[config.mk]
export PLATFORM = sky130hd
export DESIGN_NAME = volume_level_ctrl
export DESIGN_NICKNAME = d
export VERILOG_FILES = /design/src/rtl/volume_pkg.sv /design/src/rtl/pwm_gen.sv /design/src/rtl/volume_level_ctrl.sv
export SDC_FILE = /design/constraint.sdc
export NUM_CORES = 1
export LEC_CHECK = 0
export CORE_MARGIN = 1.5
export CORE_UTILIZATION = 47
export CTS_CLUSTER_SIZE = 8
export DETAILED_ROUTE_END_ITERATION = 10
export PLACE_DENSITY = 0.77
export SYNTH_ARGS = -nofsm -noshare
export SYNTH_HDL_FRONTEND = slang
export SYNTH_HIERARCHICAL = 1
export SYNTH_SLANG_ARGS = --single-unit
[constraint.sdc]
create_clock -name clk -period 2.7 [get_ports clk]
set_clock_uncertainty 0.15 [all_clocks]
set_input_delay 0.405 -clock clk [delete_from_list [all_inputs] [get_ports clk]]
set_output_delay 0.405 -clock clk [all_outputs]
set_load 0.03 [all_outputs]
[src/rtl/volume_pkg.sv]
`default_nettype none
// ============================================================================
// Module      : volume_pkg
// Description : Shared default constants and level type for the volume path.
// Revision    : 1.0 - initial release
// ============================================================================
package volume_pkg;

  localparam int DEF_LEVEL_W     = 4;
  localparam int DEF_MAX_LEVEL   = 15;
  localparam int DEF_INIT_LEVEL  = 8;
  localparam int DEF_RAMP_CYCLES = 4;

  typedef logic [DEF_LEVEL_W-1:0] level_t;

endpackage : volume_pkg
`default_nettype wire

[src/rtl/pwm_gen.sv]
`default_nettype none
// ============================================================================
// Module      : pwm_gen
// Description : Free-running PWM. A counter sweeps 0..MAX_LEVEL-1 and the
//               registered output is high while duty > counter, giving exactly
//               duty high cycles per MAX_LEVEL-cycle period.
// Ports       : clk      - system clock
//               n_reset  - asynchronous active-low reset
//               duty     - high cycles per period (0..MAX_LEVEL)
//               pwm_out  - registered PWM output
// Revision    : 1.0 - initial release
// ============================================================================
module pwm_gen #(
  parameter int LEVEL_W   = 4,
  parameter int MAX_LEVEL = 15
) (
  input  logic               clk,
  input  logic               n_reset,
  input  logic [LEVEL_W-1:0] duty,
  output logic               pwm_out
);

  // MAX_LEVEL <= 2**LEVEL_W-1, so the period counter fits in LEVEL_W bits.
  localparam logic [LEVEL_W-1:0] CNT_LAST = LEVEL_W'(MAX_LEVEL - 1);
  localparam logic [LEVEL_W-1:0] CNT_ONE  = LEVEL_W'(1);

  logic [LEVEL_W-1:0] cnt_q, cnt_d;
  logic               pwm_q, pwm_d;

  always_comb begin
    cnt_d = (cnt_q == CNT_LAST) ? '0 : cnt_q + CNT_ONE;
    pwm_d = (duty > cnt_q);
  end

  always_ff @(posedge clk or negedge n_reset) begin
    if (!n_reset) begin
      cnt_q <= '0;
      pwm_q <= 1'b0;
    end else begin
      cnt_q <= cnt_d;
      pwm_q <= pwm_d;
    end
  end

  assign pwm_out = pwm_q;

endmodule : pwm_gen
`default_nettype wire

[src/rtl/volume_level_ctrl.sv]
`default_nettype none
// ============================================================================
// Module      : volume_level_ctrl
// Description : Saturating volume level with mute, a prescaled ramp of the
//               applied level toward its target, PWM and thermometer bar.
// Ports       : clk, n_reset              - clock, async active-low reset
//               increment/decrement       - single-cycle target +1 / -1
//               mute_toggle               - single-cycle mute inversion
//               level, eff_level          - target and ramped levels
//               muted, at_max, at_min     - status
//               changed                   - one-cycle pulse on level change
//               pwm_out                   - PWM, duty eff_level/MAX_LEVEL
//               bar                       - thermometer code of eff_level
// Revision    : 1.0 - initial release
// ============================================================================
module volume_level_ctrl
  import volume_pkg::*;
#(
  parameter int LEVEL_W     = DEF_LEVEL_W,
  parameter int MAX_LEVEL   = DEF_MAX_LEVEL,
  parameter int INIT_LEVEL  = DEF_INIT_LEVEL,
  parameter int RAMP_CYCLES = DEF_RAMP_CYCLES
) (
  input  logic                 clk,
  input  logic                 n_reset,
  input  logic                 increment,
  input  logic                 decrement,
  input  logic                 mute_toggle,
  output logic [LEVEL_W-1:0]   level,
  output logic [LEVEL_W-1:0]   eff_level,
  output logic                 muted,
  output logic                 at_max,
  output logic                 at_min,
  output logic                 changed,
  output logic                 pwm_out,
  output logic [MAX_LEVEL-1:0] bar
);

  localparam int                 PRE_W    = (RAMP_CYCLES > 1) ? $clog2(RAMP_CYCLES) : 1;
  localparam logic [LEVEL_W-1:0] MAX_L    = LEVEL_W'(MAX_LEVEL);
  localparam logic [LEVEL_W-1:0] INIT_L   = LEVEL_W'(INIT_LEVEL);
  localparam logic [LEVEL_W-1:0] LVL_ONE  = LEVEL_W'(1);
  localparam logic [PRE_W-1:0]   PRE_LAST = PRE_W'(RAMP_CYCLES - 1);
  localparam logic [PRE_W-1:0]   PRE_ONE  = PRE_W'(1);

  logic [LEVEL_W-1:0] level_q, level_d;
  logic [LEVEL_W-1:0] eff_q, eff_d;
  logic [PRE_W-1:0]   pre_q, pre_d;
  logic               muted_q, muted_d;
  logic               changed_q, changed_d;
  logic [LEVEL_W-1:0] ramp_tgt;
  logic               ramp_tick;

  // Target level: simultaneous inc/dec cancel; both ends saturate.
  always_comb begin
    level_d = level_q;
    if (increment && !decrement && (level_q != MAX_L)) begin
      level_d = level_q + LVL_ONE;
    end else if (decrement && !increment && (level_q != '0)) begin
      level_d = level_q - LVL_ONE;
    end
    changed_d = (level_d != level_q);
    muted_d   = muted_q ^ mute_toggle;
  end

  // Ramp uses the registered target, so a mid-ramp change is picked up at
  // the next step; single-unit steps cannot overshoot.
  always_comb begin
    ramp_tgt  = muted_q ? '0 : level_q;
    ramp_tick = (pre_q == PRE_LAST);
    pre_d     = ramp_tick ? '0 : pre_q + PRE_ONE;
    eff_d     = eff_q;
    if (ramp_tick) begin
      if (eff_q < ramp_tgt) begin
        eff_d = eff_q + LVL_ONE;
      end else if (eff_q > ramp_tgt) begin
        eff_d = eff_q - LVL_ONE;
      end
    end
  end

  always_ff @(posedge clk or negedge n_reset) begin
    if (!n_reset) begin
      level_q   <= INIT_L;
      eff_q     <= '0;
      pre_q     <= '0;
      muted_q   <= 1'b0;
      changed_q <= 1'b0;
    end else begin
      level_q   <= level_d;
      eff_q     <= eff_d;
      pre_q     <= pre_d;
      muted_q   <= muted_d;
      changed_q <= changed_d;
    end
  end

  pwm_gen #(
    .LEVEL_W   (LEVEL_W),
    .MAX_LEVEL (MAX_LEVEL)
  ) u_pwm_gen (
    .clk     (clk),
    .n_reset (n_reset),
    .duty    (eff_q),
    .pwm_out (pwm_out)
  );

  for (genvar i = 0; i < MAX_LEVEL; i++) begin : g_bar
    assign bar[i] = (eff_q > LEVEL_W'(i));
  end

  assign level     = level_q;
  assign eff_level = eff_q;
  assign muted     = muted_q;
  assign changed   = changed_q;
  assign at_max    = (level_q == MAX_L);
  assign at_min    = (level_q == '0);

endmodule : volume_level_ctrl
`default_nettype wire
# After elaboration in Yosys (flattened, before gate mapping)
# Index checks and enable logic that the tools add are counted.
[word_totals] rom_bits=0 out_inout_bits=28 wordCells=54 ff_bits=17 inputBits=5 ramBits=0 mem_count=0 latchBits=0
[op_classes] div=0 shifts=0 add_sub_neg=6 n_mux=7 bitwise_logic=1 n_mul=0 n_lt_le_gt_ge=18 n_reduce_logical=10 n_eq_ne=5
[op_table] op="greater-than comparator 4 bit (second input constant)" n=7
[op_table] op="2-to-1 mux 4 bit" n=6
[op_table] op="greater-than comparator 4 x 3 -> 1 bit (second input constant)" n=4
[op_table] op="adder 4 x 1 -> 4 bit (second input constant)" n=3
[op_table] op="equality test 4 bit (second input constant)" n=2
[op_table] op="greater-than comparator 4 x 1 -> 1 bit (second input constant)" n=2
[op_table] op="greater-than comparator 4 x 2 -> 1 bit (second input constant)" n=2
[op_table] op="greater-than comparator 4 bit" n=2
[op_table] op="subtractor 4 x 1 -> 4 bit (second input constant)" n=2
[op_table] op="logical AND 1 bit" n=4
[op_table] op="logical NOT 4 bit" n=1
[op_table] op="< comparator 4 bit" n=1
[op_table] op="inequality test 4 bit" n=1
[op_table] op="inequality test 4 bit (second input constant)" n=1
[op_table] op="nonzero test 4 bit" n=1
[op_table] op="adder 2 x 1 -> 2 bit (second input constant)" n=1
[op_table] op="equality test 2 bit (second input constant)" n=1
[op_table] op="logical NOT 1 bit" n=2
[op_table] op="2-to-1 mux 2 bit" n=1
[op_table] op="AND reduction 2 bit" n=1
[op_table] op="nonzero test 2 bit" n=1
[op_table] op="XOR 1 bit" n=1

# Depth between registers and ports, before layout
# Gate-level depths: netlist of run 1.
[logic_depth] depth_word=6 mapped_depth=8 depth_no_buf=8

# By module
# The synthesis of run 1 kept the hierarchy.
[by_module_without_submodules] mod="volume_level_ctrl" cells_each=95 area_per_inst_um2=872.1 seq_area_each_um2=301.5 n_inst=1
[by_module_without_submodules] mod="pwm_gen" cells_each=28 area_per_inst_um2=289.0 seq_area_each_um2=125.1 n_inst=1

# Worst setup path after synthesis of run 1
# OpenSTA, ideal clock, no wires.
[synth_timing] kind="reg2reg" start="reg level_q[0] (netlist: level[0])" end="reg level_q[3] (netlist: level[3])" stages_incl_launch_ff=8 path_slack_ns=0.194 arrival_time_ns=2.280 setup_time_ns=0.076 n_path_buf=0 path_cell_list="dfrtp_1 > inv_1 > ha_1 > nor3b_1 > or3b_4 > nor4_1 > a41oi_1 > xnor2_1"
[synth_between] elab_chain_len=4 word_cells_on_any_way=8
[synth_rtl] element="from (decl)" line="volume_level_ctrl.sv:46" source="logic [LEVEL_W-1:0] level_q, level_d;"
[synth_rtl] element="from (signal assigned)" line="volume_level_ctrl.sv:90" source="level_q <= level_d;"
[synth_rtl] element="branches (longest 3 deep; another with subtractor 4 x 1 -> 4 bit)"
[synth_rtl] element="2-to-1 mux 4 bit *" line="volume_level_ctrl.sv:57" source="if (increment && !decrement && (level_q != MAX_L)) begin"
[synth_rtl] element="via level_d[3]" line="volume_level_ctrl.sv:46"
# Mark *: on every way through the listed nets, which the timed path passes.
# A chain may end at the register's enable or synchronous reset.

# Worst setup path in the final report of run 1
[layout_timing] start="reg eff_q[0] (netlist: eff_level[0])" end="out bar[1]"
[layout_between] elab_chain_len=1
[layout_rtl] element="from (decl)" line="volume_level_ctrl.sv:47" source="logic [LEVEL_W-1:0] eff_q, eff_d;"
[layout_rtl] element="from (signal assigned)" line="volume_level_ctrl.sv:85" source="eff_q <= '0;"
[layout_rtl] element="from (signal assigned)" line="volume_level_ctrl.sv:91" source="eff_q <= eff_d;"
[layout_rtl] element="greater-than comparator 4 x 1 -> 1 bit" line="volume_level_ctrl.sv:109" source="assign bar[i] = (eff_q > LEVEL_W'(i));"
[layout_rtl] element="to (decl)" line="volume_level_ctrl.sv:36" source="output logic [MAX_LEVEL-1:0] bar"
# No other way between the ends.

==> impl_metrics.py, run 1 <==
metrics = {
    "power_and_ir_drop": {
        "p_sw_mw": 1.12,
        "power.total_mw": 2.17,
        "power_frac_seq_pct": 21.7,
        "p_int_mw": 1.06,
        "p_comb_share_pct": 71.9,
        "power_density_nw_per_um2": 1400,
        "ir_worst_vdd_uv": 1150,
        "p_sw_share_pct": 51.3,
        "p_clk_share_pct": 6.4,
        "p_leak_nw": 0.725,
    },
    "layout": {
        "fillers": 173,
        "drive_gt1_share_pct": 9.49,
        "fin_nets": 179,
        "num_antenna_cells": 0,
        "instances_no_fill": 186,
        "post-route-util_pct": 68.2,
        "area_growth_pct": 33.6,
    },
    "worst_hold_path": {
        "min_from": "pre_q[0]",
        "hold_depth": 1,
        "hp-class": "flop to flop",
        "hold-path-endpoint": "pre_q[0]",
    },
    "routing": {
        "drtAntennaViolNets": 0,
        "routed_wl_um": 2630,
        "first_pass_iters": 4,
        "post_drt_wl_per_cell_um": 14.1,
        "vias": 999,
        "drc": 0,
        "drtIter0Drc": 24,
        "viasPerCell": 5.37,
    },
    "placement": {
        "gp_congestion": 0.792,
        "dp_cells": 182,
        "port_buffers": 32,
        "place_ws_ns": 0.415,
        "hpwl_um": 2020,
    },
    "floorplan": {
        "dieArea_um2": 2780,
        "die_height_um": 52.7,
        "die_width_um": 52.7,
        "io_pins": 33,
        "initial_utilization_pct": 51.0,
        "fp-row-count": 17,
        "core_area_um2": 2280,
    },
    "setup_path": {
        "start_kind": "flop",
        "end_kind": "primary output",
        "r2r_end": "eff_level[3]",
        "r2r-start": "level[3]",
        "rr_worst_depth": 7,
        "crit_path_max_fanout": 7,
        "path_class": "flop to primary output",
        "required_ns": 2.14,
        "r2r_setup_slack_ns": 0.46,
        "cp.arrival_ns": 2.09,
    },
    "timing": {
        "whs_ns": 0.297,
        "hold_viol": 0,
        "setup_viol": 0,
        "fin_crit_sh_pct": 98.1,
        "worst_pin_slew_ns": 0.732,
        "period_needed_ns": 2.65,
        "max_freq_ghz": 0.378,
        "slew_viol_final": 0,
        "slew_headroom_pct": 51.1,
        "fin_ws_ns": 0.0520,
    },
    "global_route": {
        "grt.overflow.total": 0,
        "grt_util_all_layers_pct": 21.5,
        "grt_pass1_wl_um": 4370,
        "grt_max_degree": 18,
        "grt_pass1_vias": 946,
        "antenna_found_initial": 0,
    },
    "logic_synthesis": {
        "syn_nets": 143,
        "synth_edf_count": 0,
        "synth_xor_area_share_pct": 6.03,
        "yosysSeqAreaShare_pct": 36.7,
        "async_flop_share_pct": 100,
        "yosys.area_share.adder_pct": 16.2,
        "synthMuxAreaShare_pct": 0.862,
        "synth.distinct_cells": 40,
        "syn_inst": 123,
        "ys_ff_latch": 17,
        "syn_area_um2": 1160,
        "syn_area_per_cell_um2": 9.44,
        "synth_flop_cell": "dfrtp_1",
        "ys_warn_count": 6,
        "yosys.area_share.simple_pct": 17.5,
        "synth_compound_area_share_pct": 16.8,
        "synth_top_family_by_area": "simple AND/OR/NAND/NOR gates",
    },
    "cts": {
        "cts_buffer_depth": 2,
        "cts_tree": "yes",
        "cts_setup_buffers": 0,
        "cts_sinks": 17,
        "path_clk_slew_ns": 0.10,
        "clock_latency_ns": 0.30,
        "cts_made_buffers": 3,
        "root_buffer": "clkbuf_4",
        "htree_levels": 1,
    },
    "flow_run": {
        "cap_violations": 0,
    },
    "outcome": {
        "status": "complete, no violations",
    },
}
==> per-stage QoR <==
step                setup TNS (ns)  area [µm²]
floorplan                        0        1160
global placement                 0        1520
detailed placement               0        1520
CTS                              0        1550
global route               -0.0284        1550
finish                           0        1550
==> cell type report <==
type | instances | area (µm²) | area share, %
multi-input cells | 88 | 666 | 42.9
flip-flops and latches | 17 | 427 | 27.5
repair buffers | 34 | 340 | 21.9
inverters | 15 | 56.3 | 3.63
well taps | 28 | 35.0 | 2.26
clock buffers | 3 | 22.5 | 1.45
clock inverters | 1 | 5.00 | 0.323
==> power by group through the flow <==
stage,logic (mW),clock network (mW),registers (mW)
final,1.56,0.138,0.472
after global routing,1.69,0.154,0.490
after CTS,1.57,0.145,0.472
after detailed placement,1.56,0,0.474
after global placement,1.53,0,0.467
after floorplan,0.855,0,0.603
==> how the worst max path moves through the flow <==
stage                  from  slack (ns)  endpoint
3_3_place_gp   eff_level[0]        0.47    bar[5]
4_1_cts        eff_level[0]        0.07    bar[5]
3_5_place_dp   eff_level[0]        0.41    bar[5]
6_report       eff_level[0]        0.05    bar[1]
2_1_floorplan      level[0]        0.19  level[3]
5_1_grt        eff_level[0]       -0.03    bar[1]
==> layout by cell type (no fill, tap or decap), types with 3 or more instances in the layout <==
cell | Yosys | layout
clkdlybuf4s50_1 | 0 | 30
dfrtp_1 | 16 | 16
ha_1 | 15 | 15
inv_1 | 14 | 14
nand2_1 | 10 | 10
nor2_1 | 6 | 6
xnor2_1 | 6 | 6
a21oi_1 | 6 | 6
o21ai_0 | 5 | 5
nand2b_1 | 4 | 4
o211ai_1 | 3 | 3
nor3_1 | 3 | 3
clkbuf_4 | 0 | 3
==> cell families (layout without fill, tap and decap cells) <==
group / count (synthesis) / in the layout
AND/OR/NAND/NOR: 36 / 36
AO/OA/AOI/OAI: 28 / 28
buffers and inverters: 18 / 53
flip-flops: 17 / 17
adder cells (fa/ha/maj): 15 / 15
XOR/XNOR: 8 / 8
multiplexers: 1 / 1
==> registers in the layout, indices dropped and copies added (netlist names) <==
signal	flops
muted	1
u_pwm_gen/cnt_q	4
eff_level	4
changed	1
level	4
pre_q	2
u_pwm_gen/pwm_out	1
==> metal layers <==
metal	vias up	share of wire (%)	global-route usage (%)
met5	-	0	0
met4	0	0.72	3.85
met3	3	3.8	5.43
met2	22	50	35.8
met1	479	45	28.4
li1	495	-	-
==> synth_stat cells, types with 2 or more instances <==
master    instances  area (µm²)
dfrtp_1          16         400
ha_1             15         188
inv_1            14        52.6
nand2_1          10        37.5
a21oi_1           6        30.0
nor2_1            6        22.5
xnor2_1           6        52.6
o21ai_0           5        25.0
nand2b_1          4        25.0
nor3_1            3        15.0
o211ai_1          3        22.5
a31oi_1           2        12.5
a41oi_1           2        17.5
clkbuf_1          2        7.51
nor2b_1           2        12.5
nor3b_1           2        15.0
xor2_1            2        17.5
==> worst max-delay path, stage by stage (launching register included) <==
cell,delay [ns]
dfrtp_1,0.39
inv_1,0.11
ha_1,0.29
o21ai_0,0.26
clkdlybuf4s50_1,0.74
==> what timing repair did <==
action,in CTS,in global routing
endpoints found under the setup margin,0,2
endpoints found under the hold margin,0,0
hold buffers,0,0
resized for setup,0,2
(Power assumes the default switching activity.)
==> run 2: changes to the inputs <==
Settings changed: CORE_MARGIN 1.5 to 2, CORE_UTILIZATION 47 to 42, GPL_TIMING_DRIVEN set to 0, PLACE_DENSITY 0.77 to 0.73.
Clock period 2.7 ns to 2.13 ns, I/O delays scaled along.
==> impl_metrics.py, run 2 (same netlist as run 1, synthesis figures left out) <==
metrics = {
    "routing": {
        "drtIter0Drc": 17,
        "post_drt_wl_per_cell_um": 13.7,
        "drc": 0,
        "drtAntennaViolNets": 0,
        "first_pass_iters": 4,
        "viasPerCell": 5.26,
        "vias": 1084,
        "routed_wl_um": 2820,
    },
    "setup_path": {
        "crit_path_max_fanout": 4,
        "end_kind": "flop",
        "path_class": "flop to flop",
        "required_ns": 2.20,
        "start_kind": "flop",
        "r2r_setup_slack_ns": 0.05,
        "cp.arrival_ns": 2.15,
    },
    "layout": {
        "drive_gt1_share_pct": 30.9,
        "final_cell_mix": "15 x buf_4, 14 x clkdlybuf4s50_1, 13 x ha_1",
        "post-route-util_pct": 63.7,
        "fin_nets": 196,
        "area_growth_pct": 47.3,
        "fillers": 217,
        "instances_no_fill": 206,
        "num_antenna_cells": 0,
        "final_common_cell": "buf_4",
        "fin_area_um2": 1710,
    },
    "global_route": {
        "met2_usage_pct": 29.4,
        "grt_pass1_vias": 1016,
        "gr-max-usage-layer": "met2",
        "grtUsageMet3_pct": 5.30,
        "grt_util_all_layers_pct": 16.9,
        "grt_pass1_wl_um": 4310,
        "antenna_found_initial": 0,
        "grtUsageMet1_pct": 20.9,
        "grt.overflow.total": 0,
        "grt_max_degree": 18,
    },
    "flow_run": {
        "cap_violations": 0,
    },
    "cts": {
        "cts_sinks": 17,
        "cts_made_buffers": 3,
        "cts_buffer_depth": 2,
        "root_buffer": "clkbuf_4",
        "clock_latency_ns": 0.29,
        "cts_tree": "yes",
        "path_clk_slew_ns": 0.10,
        "htree_levels": 1,
    },
    "power_and_ir_drop": {
        "p_sw_share_pct": 50.5,
        "p_leak_nw": 0.817,
        "power_density_nw_per_um2": 1770,
        "power_frac_seq_pct": 19.6,
        "p_int_mw": 1.50,
        "ir_worst_vdd_uv": 1310,
        "p_comb_share_pct": 74.8,
        "power.total_mw": 3.03,
        "p_sw_mw": 1.53,
        "p_clk_share_pct": 5.6,
    },
    "placement": {
        "place_ws_ns": -0.295,
        "dp_cells": 186,
        "gp_congestion": 0.827,
        "dpl-instance-area_um2": 1540,
        "hpwl_um": 2090,
        "port_buffers": 32,
    },
    "timing": {
        "whs_ns": 0.293,
        "period_needed_ns": 2.08,
        "fin_crit_sh_pct": 97.8,
        "setup_viol": 0,
        "rsz0062_at_grt": "true",
        "hold_viol": 0,
        "slew_viol_final": 0,
        "slew_headroom_pct": 51.7,
        "fin_ws_ns": 0.0464,
        "worst_pin_slew_ns": 0.722,
        "max_freq_ghz": 0.480,
        "setup_tns_ns": 0,
    },
    "floorplan": {
        "die_height_um": 56.6,
        "fp-row-count": 19,
        "io_pins": 33,
        "dieArea_um2": 3200,
        "core_area_um2": 2690,
        "die_width_um": 56.6,
        "initial_utilization_pct": 43.2,
    },
    "outcome": {
        "status": "complete, no violations",
    },
    "worst_hold_path": {
        "hp-class": "flop to flop",
    },
}
==> run 2: cell count changes in the layout (fill, tap and decap cells not counted), sizes merged <==
| cell | before | now |
|---|---|---|
| buf | 2 | 19 |
| clkdlybuf4s18 | 0 | 1 |
| dlygate4sd2 | 0 | 8 |
| clkdlybuf4s15 | 0 | 3 |
| dlymetal6s2s | 2 | 1 |
| clkdlybuf4s50 | 30 | 14 |
| clkbuf | 3 | 8 |
==> run 2: power by group through the flow <==
stage	sequential [mW]	clock [mW]	combinational [mW]
final	0.592	0.171	2.26
after global routing	0.607	0.195	2.43
after CTS	0.611	0.174	2.01
after detailed placement	0.623	0	2.02
after global placement	0.620	0	1.96
after floorplan	0.780	0	1.12
==> run 2: repair_timing <==
| item | in CTS | in global routing |
|---|---|---|
| resized for setup | 36 | 21 |
| pin swaps | 0 | 4 |
| setup endpoints to repair | 18 | 14 |
| setup buffers | 3 | 13 |
| hold buffers | 0 | 0 |
==> run 2: critical path, cell delays in order (launching register included) <==
cell and delay, ns:
dfstp_2 0.57, nand2b_1 0.06, ha_1 0.33, a21oi_2 0.21, inv_1 0.10, or3_4 0.33, a21oi_2 0.13, xor2_1 0.14
==> run 2: area by class of cell <==
cell class | count | area (µm²) | area share [%]
multi-input cells | 88 | 727 | 42.5
flip-flops and latches | 17 | 432 | 25.2
repair buffers | 48 | 413 | 24.1
inverters | 15 | 56.3 | 3.29
well taps | 31 | 38.8 | 2.27
clock buffers | 3 | 22.5 | 1.32
plain buffers | 3 | 16.3 | 0.951
clock inverters | 1 | 5.00 | 0.293
==> run 2: worst paths after layout <==
path / start / to / cells after the start
worst max-delay path: level[3] / eff_level[3] / 7
worst min-delay path: pre_q[0] / pre_q[0] / 1
worst max register to register: level[3] / eff_level[3] / 7
worst min register to register: pre_q[0] / pre_q[0] / 1
max in group asynchronous: n_reset / eff_level[1] / 1
min in group asynchronous: n_reset / pre_q[1] / 1
==> run 2: metal layers <==
layer / wire [µm] / vias up
met2: 1550 / 19
met3: 95 / 0
met4: 0 / 0
li1: - / 530
met1: 1180 / 535
met5: 0 / -
==> run 3: changes to the inputs <==
Settings changed: PLACE_DENSITY 0.73 to 0.74, RECOVER_POWER set to 100.
==> impl_metrics.py, run 3 (same netlist as run 1, synthesis figures left out) <==
metrics = {
    "power_and_ir_drop": {
        "power.total_mw": 2.83,
        "power_density_nw_per_um2": 1770,
        "ir_worst_vdd_uv": 1250,
        "p_leak_nw": 0.757,
    },
    "global_route": {
        "grt.overflow.total": 0,
        "grt_pass1_vias": 1031,
        "grt_pass1_wl_um": 4750,
        "antenna_found_initial": 0,
        "grt_util_all_layers_pct": 18.9,
        "grt_max_degree": 18,
    },
    "layout": {
        "fillers": 246,
        "drive_gt1_share_pct": 25.9,
        "fin_nets": 187,
        "final_common_cell": "ha_1",
        "num_antenna_cells": 0,
        "area_growth_pct": 37.9,
        "final_cell_mix": "13 x ha_1, 12 x inv_1, 11 x dfrtp_1",
        "post-route-util_pct": 59.6,
    },
    "flow_run": {
        "cap_violations": 0,
    },
    "floorplan": {
        "fp-row-count": 19,
        "io_pins": 33,
        "dieArea_um2": 3200,
        "die_height_um": 56.6,
        "core_area_um2": 2690,
        "initial_utilization_pct": 43.2,
        "die_width_um": 56.6,
    },
    "routing": {
        "drtIter0Drc": 24,
        "routed_wl_um": 2700,
        "drc": 0,
        "viasPerCell": 5.25,
        "drtAntennaViolNets": 0,
        "vias": 1034,
        "first_pass_iters": 4,
        "post_drt_wl_per_cell_um": 13.7,
    },
    "setup_path": {
        "start_kind": "flop",
        "rr_worst_depth": 7,
        "required_ns": 2.22,
        "path_class": "flop to flop",
        "r2r_end": "eff_level[3]",
        "crit_path_max_fanout": 4,
        "r2r_setup_slack_ns": 0.02,
        "end_kind": "flop",
        "cp.arrival_ns": 2.20,
        "r2r-start": "level[3]",
    },
    "cts": {
        "root_buffer": "clkbuf_4",
        "clock_latency_ns": 0.31,
        "cts_tree": "yes",
        "path_clk_slew_ns": 0.11,
        "cts_made_buffers": 3,
        "cts_buffer_depth": 2,
        "holdBufCountCts": 0,
        "htree_levels": 1,
        "cts_sinks": 17,
    },
    "timing": {
        "slew_headroom_pct": 48.6,
        "max_freq_ghz": 0.474,
        "setup_tns_ns": 0,
        "setup_viol": 0,
        "worst_pin_slew_ns": 0.769,
        "period_needed_ns": 2.11,
        "fin_crit_sh_pct": 99.1,
        "rsz0062_at_grt": "true",
        "hold_viol": 0,
        "slew_viol_final": 0,
    },
    "worst_hold_path": {
        "hp-class": "flop to flop",
        "min_from": "pre_q[0]",
        "hold-path-endpoint": "pre_q[0]",
        "hold_depth": 1,
    },
    "placement": {
        "hpwl_um": 2050,
        "gp_congestion": 0.832,
        "port_buffers": 32,
    },
    "outcome": {
        "status": "complete, no violations",
    },
}
==> run 3: where the power goes <==
group          internal, mW  leakage, nW  switching, mW
registers             0.441        0.198          0.145
clock network        0.0702       0.0177          0.112
logic                 0.844        0.541           1.22
==> run 3: worst max-delay path by stage <==
stage / startpoint / to / slack [ns] / cells past startpoint
after floorplan: eff_level[0] / bar[13] / -0.14 / 3
after global placement: eff_level[0] / bar[5] / -0.28 / 5
after detailed placement: eff_level[0] / bar[5] / -0.30 / 5
after CTS: eff_level[3] / bar[1] / -0.01 / 4
after global routing: level[3] / eff_level[3] / -0.12 / 7
final: level[3] / eff_level[3] / 0.02 / 7
==> run 3: stage by stage <==
stage / std cells / setup slack (ns) / cell area (µm²) / hold WS, ns
2_1_floorplan: 123 / -0.137 / 1180 / -0.126
3_3_place_gp: 186 / -0.285 / 1540 / 0.263
3_5_place_dp: 186 / -0.297 / 1540 / 0.271
4_1_cts: 196 / -0.0108 / 1630 / 0.285
5_1_grt: 197 / -0.121 / 1600 / 0.341
6_report: 197 / 0.0184 / 1600 / 0.283
==> run 3: metal layers <==
metal / GRT usage (%) / vias up / part of all wire (%)
met5: 0 / - / 0
met4: 4.08 / 0 / 0.56
met3: 5.76 / 2 / 5.0
met2: 31.1 / 22 / 51
met1: 24.4 / 498 / 43
li1: - / 512 / -
==> run 3: layout make-up <==
type | count | area, µm² | area share [%]
multi-input cells | 88 | 708 | 44.2
flip-flops and latches | 17 | 433 | 27.0
repair buffers | 39 | 324 | 20.2
inverters | 15 | 56.3 | 3.52
well taps | 31 | 38.8 | 2.42
clock buffers | 3 | 22.5 | 1.41
plain buffers | 3 | 13.8 | 0.859
clock inverters | 1 | 5.00 | 0.312
==> run 3: repair_timing <==
item                       in CTS  in global routing
setup endpoints to repair      18                 15
gates resized for setup        31                 23
cloned                          0                  0
pin swaps                       1                  1
buffers inserted                6                  1
==> run 3: worst max-delay path: stages, from the launching register on <==
cell      delay [ns]
dfstp_2         0.57
nand2b_1        0.06
ha_1            0.34
a21oi_2         0.19
inv_1           0.09
or3_1           0.33
a21oi_2         0.15
xor2_1          0.17
